<file path="src/rtl/regfile_write_arbiter.sv">
// regfile_write_arbiter: three one-entry holding slots (ALU, load, base
// writeback) share the register-file write port. A round-robin arbiter
// retires one slot per cycle into registered rf_en/rf_sel/rf_data, and a
// same-register interlock keeps at most one pending write per index so
// writes to one register retire in acceptance order.
module regfile_write_arbiter #(
    parameter int DATA_W = 32
) (
    input  logic                clk,
    input  logic                reset,
    input  logic [2:0]          req_valid,
    output logic [2:0]          req_ready,
    input  logic [11:0]         req_reg,
    input  logic [3*DATA_W-1:0] req_data,
    input  logic                hold,
    output logic                rf_en,
    output logic [3:0]          rf_sel,
    output logic [DATA_W-1:0]   rf_data,
    output logic                pc_wr,
    output logic                busy
);

    logic [2:0]        full_q, full_d;
    logic [3:0]        slot_reg_q  [3];
    logic [3:0]        slot_reg_d  [3];
    logic [DATA_W-1:0] slot_data_q [3];
    logic [DATA_W-1:0] slot_data_d [3];
    logic [1:0]        ptr_q, ptr_d;
    logic              rf_en_q, rf_en_d;
    logic [3:0]        rf_sel_q, rf_sel_d;
    logic [DATA_W-1:0] rf_data_q, rf_data_d;
    logic              pc_wr_q, pc_wr_d;

    logic [2:0]        grant;
    logic [1:0]        grant_idx;
    logic              grant_any;
    logic [1:0]        scan_idx;
    logic [2:0]        slot_hit;
    logic [2:0]        ready_base;
    logic [2:0]        tie_hit;
    logic [2:0]        accept;

    function automatic logic [1:0] wrap3(input logic [2:0] v);
        return (v >= 3'd3) ? 2'(v - 3'd3) : v[1:0];
    endfunction

    // Round-robin pick of the first full slot starting at ptr; none while held.
    always_comb begin
        grant     = 3'b000;
        grant_idx = 2'd0;
        grant_any = 1'b0;
        scan_idx  = 2'd0;
        for (int k = 0; k < 3; k++) begin
            scan_idx = wrap3({1'b0, ptr_q} + 3'(k));
            if (!hold && !grant_any && full_q[scan_idx]) begin
                grant[scan_idx] = 1'b1;
                grant_idx       = scan_idx;
                grant_any       = 1'b1;
            end
        end
    end

    // Slot availability, blocked when the index is still pending in another slot.
    always_comb begin
        slot_hit   = 3'b000;
        ready_base = 3'b000;
        for (int i = 0; i < 3; i++) begin
            for (int j = 0; j < 3; j++) begin
                if (j != i && full_q[j] && !grant[j] &&
                    slot_reg_q[j] == req_reg[4*i +: 4]) begin
                    slot_hit[i] = 1'b1;
                end
            end
        end
        for (int i = 0; i < 3; i++) begin
            ready_base[i] = (~full_q[i] | grant[i]) & ~slot_hit[i];
        end
    end

    // Same-cycle, same-register requests: the lowest port index wins.
    always_comb begin
        tie_hit = 3'b000;
        for (int i = 1; i < 3; i++) begin
            for (int j = 0; j < i; j++) begin
                if (req_valid[j] && ready_base[j] &&
                    req_reg[4*j +: 4] == req_reg[4*i +: 4]) begin
                    tie_hit[i] = 1'b1;
                end
            end
        end
        req_ready = ready_base & ~tie_hit;
        accept    = req_valid & req_ready;
    end

    // Next state: refill beats retire on the same slot; write port updates on grant.
    always_comb begin
        full_d      = full_q;
        slot_reg_d  = slot_reg_q;
        slot_data_d = slot_data_q;
        for (int i = 0; i < 3; i++) begin
            if (accept[i]) begin
                full_d[i]      = 1'b1;
                slot_reg_d[i]  = req_reg[4*i +: 4];
                slot_data_d[i] = req_data[DATA_W*i +: DATA_W];
            end else if (grant[i]) begin
                full_d[i] = 1'b0;
            end
        end
        rf_en_d   = grant_any;
        pc_wr_d   = grant_any && (slot_reg_q[grant_idx] == 4'hF);
        rf_sel_d  = grant_any ? slot_reg_q[grant_idx]  : rf_sel_q;
        rf_data_d = grant_any ? slot_data_q[grant_idx] : rf_data_q;
        ptr_d     = grant_any ? wrap3({1'b0, grant_idx} + 3'd1) : ptr_q;
    end

    // State registers; reset drops pending slots and clears the write port.
    always_ff @(posedge clk or posedge reset) begin
        if (reset) begin
            full_q    <= 3'b000;
            ptr_q     <= 2'd0;
            rf_en_q   <= 1'b0;
            rf_sel_q  <= 4'd0;
            rf_data_q <= '0;
            pc_wr_q   <= 1'b0;
            for (int i = 0; i < 3; i++) begin
                slot_reg_q[i]  <= 4'd0;
                slot_data_q[i] <= '0;
            end
        end else begin
            full_q      <= full_d;
            ptr_q       <= ptr_d;
            rf_en_q     <= rf_en_d;
            rf_sel_q    <= rf_sel_d;
            rf_data_q   <= rf_data_d;
            pc_wr_q     <= pc_wr_d;
            slot_reg_q  <= slot_reg_d;
            slot_data_q <= slot_data_d;
        end
    end

    assign rf_en   = rf_en_q;
    assign rf_sel  = rf_sel_q;
    assign rf_data = rf_data_q;
    assign pc_wr   = pc_wr_q;
    assign busy    = (|full_q) | rf_en_q;

endmodule

</file>
<file path="config.mk">
export PLATFORM = sky130hd
export DESIGN_NAME = regfile_write_arbiter
export DESIGN_NICKNAME = d
export VERILOG_FILES = /design/src/rtl/regfile_write_arbiter.sv
export SDC_FILE = /design/constraint.sdc
export NUM_CORES = 1
export LEC_CHECK = 0
export CAP_MARGIN = 0
export CORE_ASPECT_RATIO = 0.9
export CORE_MARGIN = 1.5
export CORE_UTILIZATION = 45
export CTS_CLUSTER_DIAMETER = 30
export DETAILED_ROUTE_END_ITERATION = 7
export PLACE_DENSITY = 0.8
export SYNTH_ARGS = -nofsm -noshare
export SYNTH_HDL_FRONTEND = slang
export SYNTH_SLANG_ARGS = --single-unit
</file>
<file path="constraint.sdc">
create_clock -name clk -period 5.45 [get_ports clk]
set_clock_uncertainty 0.15 [all_clocks]
set_input_delay 1.09 -clock clk [delete_from_list [all_inputs] [get_ports clk]]
set_output_delay 1.09 -clock clk [all_outputs]
set_load 0.02 [all_outputs]
</file>
==> results by group, run 1 <==
Setup path
  – Worst EP required: approximately 4.2 ns
  – Worst setup SP type: input pin
  – R2r startpoint: ptr_q[0]$_DFFE_PP0P_
  – Critical path fanouts, max: 8
  – R2r endpoint: rf_sel[2]$_DFFE_PP0P_
  – R2R cell count: 11
  – Critical path class: input pin to primary output
  – Critical Path AT: 3.59 ns
  – R2r setup slk: 1.52 ns
  – Worst setup EP type: primary output

Layout
  – Share of cells above drive strength 1: between 20% and 30%
  – Commonest non-fill, non-tap cell in the layout: clkdlybuf4s50_1
  – Layout fillers: 1215
  – Nets@finish: 844
  – Final Util: 60.3%
  – Most frequent cells in the layout: clkdlybuf4s50_1, dfrtp_1, mux2_2, a21oi_1, nor2_1
  – Layout area overhead: 31.6%
  – ANT cells: 0

Drt
  – Router iterations before antenna repair: 4
  – Via density: ~5.5
  – Drt drc: 0
  – Drt total wl: 18400 um
  – Routed vias: slightly above 5000
  – DR iter-0 viols: 292
  – ANT nets after route: 0
  – Average wire per standard cell: just under 20 um

Synth
  – Register area share after synthesis: 51.5%
  – Syn. warnings: 0
  – Post-Synthesis Cells: 587
  – Post-Syn Nets: 706
  – #FFs+latches synth: around 150
  – Synth Cell Area: 7330 sq um
  – Share of the synthesized area in the top cell type: about half
  – Leading area contributor after synthesis: dfrtp_1
  – Post-synth cell types: 47
  – Leading post-synthesis cells by cell area: dfrtp_1, mux2_2, mux2_4, a22oi_1, xor2_1
  – Syn avg cell area: 12.5 sq um

Placement
  – Hpwl dp: around 13000 um
  – IO Port Bufs: about 160
  – Setup WS pre-CTS: between 0.6 and 0.7 ns
  – GPL Wtd Cong: 0.886

Floorplan
  – Core Region: approximately 16000 sq um
  – Effective utilization at floorplan: 45.8%
  – Die Area: 17100 sq um
  – Die width: roughly 140 um
  – Row Count: between 40 and 50
  – Die Height: 124 um
  – IO Count: 156

GRT
  – Vias in the first global route: 5497
  – Grt ovf: 0
  – Global-route wire length before repair: 28900 um
  – Pin count of the biggest net entering global routing: 93
  – Antenna violations before repair: 0
  – GRT Util Overall: 22.3%

Timing
  – Tmin final: about 4.8 ns
  – Worst setup margin: 0.618 ns
  – Final-report hold violation count: 0
  – RSZ-0062 raised after global routing: no
  – Max-Slew Margin vs Limit: 37.0%
  – Worst slew pin tran: around 0.95 ns
  – Setup violators final: 0
  – Total negative slack: 0 ns
  – FMAX: between 200 and 250 MHz
  – Final period util: 88.7%
  – Slew Limit Fails: 0

Hold path
  – Hold/Removal Path Class: flip-flop to flip-flop
  – Worst Hold Path EP: slot_data_q[67]$_DFFE_PP0P_
  – Worst hold stages: 1
  – Hold_sp: slot_data_q[67]$_DFFE_PP0P_

CTS
  – TritonCTS Buffers: 17
  – Clk sink count: around 150
  – Clock slew at reported path FFs: 0.07 ns
  – CTS tree: built
  – Clock insertion delay at the later pin of the skew report: 0.42 ns
  – H-tree levels: 4
  – Post-CTS setup buffers: 0
  – Longest Clk Path Bufs: 2
  – Clk root buf: clkbuf_16
  – Hold_buf cts: 0
  – Post-cts resize count: 0

Power
  – PwrDens: 657 nW/um^2
  – Peak VDD IR: 0.000313 V
  – Final Power: 0.00635 W
  – Leak pwr: 4.06 nW

Status
  – Status: finished, final reports clean

Run
  – Maximum Capacitance Violations: 0
==> layout make-up <==
type | instances | area (sq um) | share of cell area [%]
flip-flops and latches | 151 | 3780 | 39.1
multi-input cells | 378 | 3300 | 34.1
repair buffers | 165 | 1630 | 16.8
clock buffers | 19 | 453 | 4.69
well taps | 207 | 259 | 2.68
clock inverters | 12 | 190 | 1.97
inverters | 12 | 50.0 | 0.518
==> registers in the layout (all words and copies together), names as in the netlist <==
name,cells
slot_data_q,96
rf_data,32
slot_reg_q,12
rf_sel,4
full_q,3
ptr_q,2
pc_wr,1
rf_en,1
==> worst max-delay path, stage by stage <==
cell and delay [ns]:
clkdlybuf4s50_1 0.51, or4_1 0.56, o221a_2 0.29, nand2_1 0.10
o221a_2 0.24, nand2_1 0.07, a21oi_1 0.12, clkdlybuf4s50_1 0.61
==> power by group <==
| part | switching (W) | leakage (nW) | internal (W) |
|---|---|---|---|
| logic | 0.00140 | 2.00 | 0.00158 |
| registers | 0.000384 | 1.76 | 0.00171 |
| clock network | 0.000484 | 0.309 | 0.000798 |
==> metal layers <==
metal / GRT usage, % / up-vias / part of all wire [%] / routed length, um
met5: 0 / - / 0 / 0
met4: 7.43 / 0 / 1.9 / 345
li1: - / 2370 / - / -
met3: 5.37 / 31 / 5.5 / 1010
met2: 37.8 / 178 / 50 / 9180
met1: 28.1 / 2609 / 43 / 7890
==> cells by family after synthesis <==
family,synth area share (%)
AOI/OAI and AO/OA,8.91
xor gates and xnor gates,4.30
adders and majority gates,0.853
buffers and inverters,3.62
DFF,51.5
muxes,24.5
and+or+nand+nor,6.31
==> worst max-delay path by stage <==
stage | from | to | slack (ns) | depth (start not counted)
5_1_grt | hold | req_ready[2] | 0.45 | 9
3_3_place_gp | hold | req_ready[2] | 0.68 | 8
6_report | hold | req_ready[2] | 0.62 | 8
3_5_place_dp | hold | req_ready[2] | 0.64 | 8
4_1_cts | hold | req_ready[2] | 0.63 | 8
2_1_floorplan | reset | full_q[0]$_DFFE_PP0P_ | 0.15 | 1
==> cells in the mapped netlist (all sizes together) <==
library cell,number
o2111a,1
dfrtp,151
nand2,12
nand3,7
o21ai,4
inv,11
a222oi,1
nor3,2
clkbuf,28
and3,2
nand3b,1
mux2i,4
nand4b,1
a22oi,36
nand4,5
a21oi,39
o2111ai,1
a21boi,1
o21a,1
xor2,25
o31ai,1
xnor2,11
buf,18
o221a,3
a31o,1
clkinv,1
nor4,8
nand2b,7
o22a,1
mux2,146
ha,5
or4,3
or2,1
a221oi,1
nor2b,4
o22ai,1
a311oi,1
and2,2
nor2,38
and2b,1
==> metrics by stage <==
| step | instance area (sq um) | hold slack, ns | cells |
|---|---|---|---|
| final | 9650 | 0.354 | 944 |
| after global routing | 9650 | 0.364 | 944 |
| after CTS | 9650 | 0.357 | 944 |
| after detailed placement | 9010 | 0.343 | 913 |
| after global placement | 9010 | 0.333 | 913 |
| after floorplan | 7330 | 0.324 | 587 |
No activity file was read; power rests on OpenSTA's default activity.
==> run 2, diff against run 1 <==
--- a/config.mk
+++ b/config.mk
@@ -12,6 +12,7 @@
 export CTS_CLUSTER_DIAMETER = 30
 export DETAILED_ROUTE_END_ITERATION = 7
 export PLACE_DENSITY = 0.8
+export SKIP_LAST_GASP = 1
 export SYNTH_ARGS = -nofsm -noshare
 export SYNTH_HDL_FRONTEND = slang
 export SYNTH_SLANG_ARGS = --single-unit
==> results of run 2 <==
No change in the layout: final DEF, timing and power equal those of run 1.
==> run 3, diff against run 2 <==
--- a/config.mk
+++ b/config.mk
@@ -12,6 +12,7 @@
 export CTS_CLUSTER_DIAMETER = 30
 export DETAILED_ROUTE_END_ITERATION = 7
 export PLACE_DENSITY = 0.8
+export REMOVE_ABC_BUFFERS = 1
 export SKIP_LAST_GASP = 1
 export SYNTH_ARGS = -nofsm -noshare
 export SYNTH_HDL_FRONTEND = slang
==> run 3 against run 2 <==
First-iteration DRC count is 8.9% lower. Largest cell class unchanged. Global-route usage decreased by 0.077 points. Maximum frequency barely moved. Hold slack got worse by 0.0019 ns. Sequential share of layout area is 0.26 points higher. Cell count did not move. Wire length decreased by 1.2%. Critical endpoint unchanged. Combinational power is essentially flat. Flip-flop and latch count unchanged.
==> results by group, run 3 (synthesis gave the netlist of run 1 again) <==
Status
  – Status: finished, final reports clean (unchanged)

Drt
  – Routed vias: 5129 (was 5188)
  – Via density: 5.43 (was 5.50)
  – Average wire per standard cell: 19.3 um (was 19.5 um)
  – ANT nets after route: 0 (unchanged)
  – DR iter-0 viols: 266 (was 292)
  – Router iterations before antenna repair: 5 (was 4)
  – Drt total wl: 18200 um (was 18400 um)
  – Drt drc: 0 (unchanged)

Hold path
  – Hold/Removal Path Class: flip-flop to flip-flop (unchanged)
  – Worst Hold Path EP: slot_data_q[83]$_DFFE_PP0P_ (was slot_data_q[67]$_DFFE_PP0P_)
  – Hold_sp: slot_data_q[83]$_DFFE_PP0P_ (was slot_data_q[67]$_DFFE_PP0P_)
  – Worst hold stages: 1 (unchanged)

Timing
  – Worst setup margin: 0.621 ns (was 0.618 ns)
  – RSZ-0062 raised after global routing: no (unchanged)
  – FMAX: 207 MHz (about the same)
  – Max-Slew Margin vs Limit: 34.2% (was 37.0%)
  – Worst slew pin tran: 0.986 ns (was 0.945 ns)
  – Slew Limit Fails: 0 (unchanged)
  – Final period util: 88.6% (was 88.7%)
  – Setup violators final: 0 (unchanged)
  – Total negative slack: 0 ns (unchanged)
  – Final-report hold violation count: 0 (unchanged)
  – Tmin final: 4.83 ns (about the same)

Layout
  – Area of the multi-input gates: 3300 sq um (unchanged)
  – Largest Register: slot_data_q (unchanged)
  – Most frequent cells in the layout: clkdlybuf4s50_1, dfrtp_1, mux2_2, a21oi_1, nor2_1 (unchanged)
  – Fin area: 9590 sq um (was 9650 sq um)
  – Number of flip-flops under the largest register name: 96 (unchanged)
  – Nets@finish: 843 (was 844)
  – Reg area: 3780 sq um (unchanged)
  – Layout area overhead: 30.8% (was 31.6%)
  – Layout fillers: 1262 (was 1215)
  – Share of cells above drive strength 1: 26.9% (was 27.0%)
  – ANT cells: 0 (unchanged)
  – Commonest non-fill, non-tap cell in the layout: clkdlybuf4s50_1 (unchanged)

Setup path
  – Critical Path AT: 3.59 ns (about the same)
  – Worst setup EP type: primary output (unchanged)
  – Critical path class: input pin to primary output (unchanged)
  – R2r setup slk: 1.48 ns (was 1.52 ns)
  – Critical path, cell by cell: clkdlybuf4s50_1 > or4_1 > o221a_2 > nand2_1 > o221a_2 > nand2_1 > a21oi_1 > clkdlybuf4s50_1 (unchanged)
  – R2r endpoint: slot_data_q[4]$_DFFE_PP0P_ (was rf_sel[2]$_DFFE_PP0P_)
  – CP startpoint: hold (unchanged)
  – Slowest CP cell: clkdlybuf4s50_1 (unchanged)
  – CP max stage delay: 0.62 ns (was 0.61 ns)
  – Crit path max-delay family: buffers and inverters (unchanged)
  – Worst EP required: 4.21 ns (about the same)
  – R2r startpoint: ptr_q[1]$_DFFE_PP0P_ (was ptr_q[0]$_DFFE_PP0P_)
  – R2R cell count: 11 (unchanged)
  – CP bufs+invs: 2 (unchanged)
  – Critical path fanouts, max: 8 (unchanged)
  – Worst setup SP type: input pin (unchanged)

CTS
  – TritonCTS Buffers: 17 (unchanged)
  – CTS tree: built (unchanged)
  – Post-CTS setup buffers: 0 (unchanged)
  – Clk root buf: clkbuf_16 (unchanged)
  – Hold_buf cts: 0 (unchanged)
  – Clock slew at reported path FFs: 0.06 ns (was 0.07 ns)
  – Longest Clk Path Bufs: 2 (unchanged)
  – Clock insertion delay at the later pin of the skew report: 0.42 ns (about the same)
  – Post-cts resize count: 0 (unchanged)
  – Clk sink count: 151 (unchanged)
  – H-tree levels: 4 (unchanged)

Placement
  – Placed cell areas: 9020 sq um (was 9010 sq um)
  – Setup WS pre-CTS: 0.652 ns (was 0.643 ns)
  – Hpwl dp: 11900 um (was 12600 um)
  – GPL Wtd Cong: 0.875 (was 0.886)
  – IO Port Bufs: 155 (unchanged)

Floorplan
  – Die Height: 124 um (unchanged)
  – Effective utilization at floorplan: 45.8% (unchanged)
  – Die Area: 17100 sq um (unchanged)
  – Core Region: 16000 sq um (unchanged)
  – IO Count: 156 (unchanged)
  – Die width: 138 um (unchanged)
  – Row Count: 44 (unchanged)

Power
  – Peak VDD IR: 0.000643 V (was 0.000313 V)
  – PwrDens: 648 nW/um^2 (was 657 nW/um^2)
  – Leak pwr: 4.03 nW (was 4.06 nW)

Run
  – Maximum Capacitance Violations: 0 (unchanged)

GRT
  – Global-route wire length before repair: 28700 um (was 28900 um)
  – Vias in the first global route: 5596 (was 5497)
  – GRT Util Overall: 22.2% (was 22.3%)
  – Antenna violations before repair: 0 (unchanged)
  – Pin count of the biggest net entering global routing: 99 (was 93)
  – Grt ovf: 0 (unchanged)
[run 3: how the worst max path moves through the flow]
stage / to / slack, ns / cells past startpoint
5_1_grt: req_ready[2] / 0.44 / 9
6_report: req_ready[2] / 0.62 / 8
4_1_cts: req_ready[2] / 0.65 / 8
2_1_floorplan: full_q[0]$_DFFE_PP0P_ / 0.15 / 1
3_5_place_dp: req_ready[2] / 0.65 / 8
3_3_place_gp: req_ready[2] / 0.68 / 8
[run 3: worst reg2reg max path: cells and delay by family, from the launching register on]
| family | cells | cell delay [ns] |
|---|---|---|
| muxes | 3 | 1.11 |
| buffers and inverters | 3 | 0.97 |
| AOI/OAI and AO/OA | 2 | 0.54 |
| DFF | 1 | 0.39 |
| and+or+nand+nor | 2 | 0.36 |
| adders and majority gates | 1 | 0.33 |
[run 3: metal layers]
layer / up-vias / share of wire (%) / track usage [%]
li1: 2356 / - / -
met1: 2599 / 45 / 29.4
met2: 144 / 49 / 36.4
met3: 30 / 4.3 / 4.84
met4: 0 / 1.8 / 7.30
met5: - / 0 / 0
[run 3: cell type report]
type | count | share of cell area, %
multi-input combinational | 378 | 34.4
inverter | 12 | 0.522
sequential | 151 | 39.4
timing repair buffer | 164 | 17.0
clock inverter | 12 | 1.23
tap | 207 | 2.70
clock buffer | 20 | 4.76
[run 3: power breakdown]
part | leakage [nW] | switching [W] | internal (W)
Clock | 0.275 | 0.000486 | 0.000660
Sequential | 1.76 | 0.000373 | 0.00171
Combinational | 2.00 | 0.00141 | 0.00158
[run 3: metrics by stage]
step	instances	power [W]	utilization, %	hold slack [ns]
after floorplan	541	0.00409	-	0.324
after global placement	912	0.00496	56.3	0.332
after detailed placement	912	0.00508	56.3	0.341
after CTS	944	0.00626	59.9	0.355
after global routing	944	0.00659	59.9	0.365
final	944	0.00622	59.9	0.352
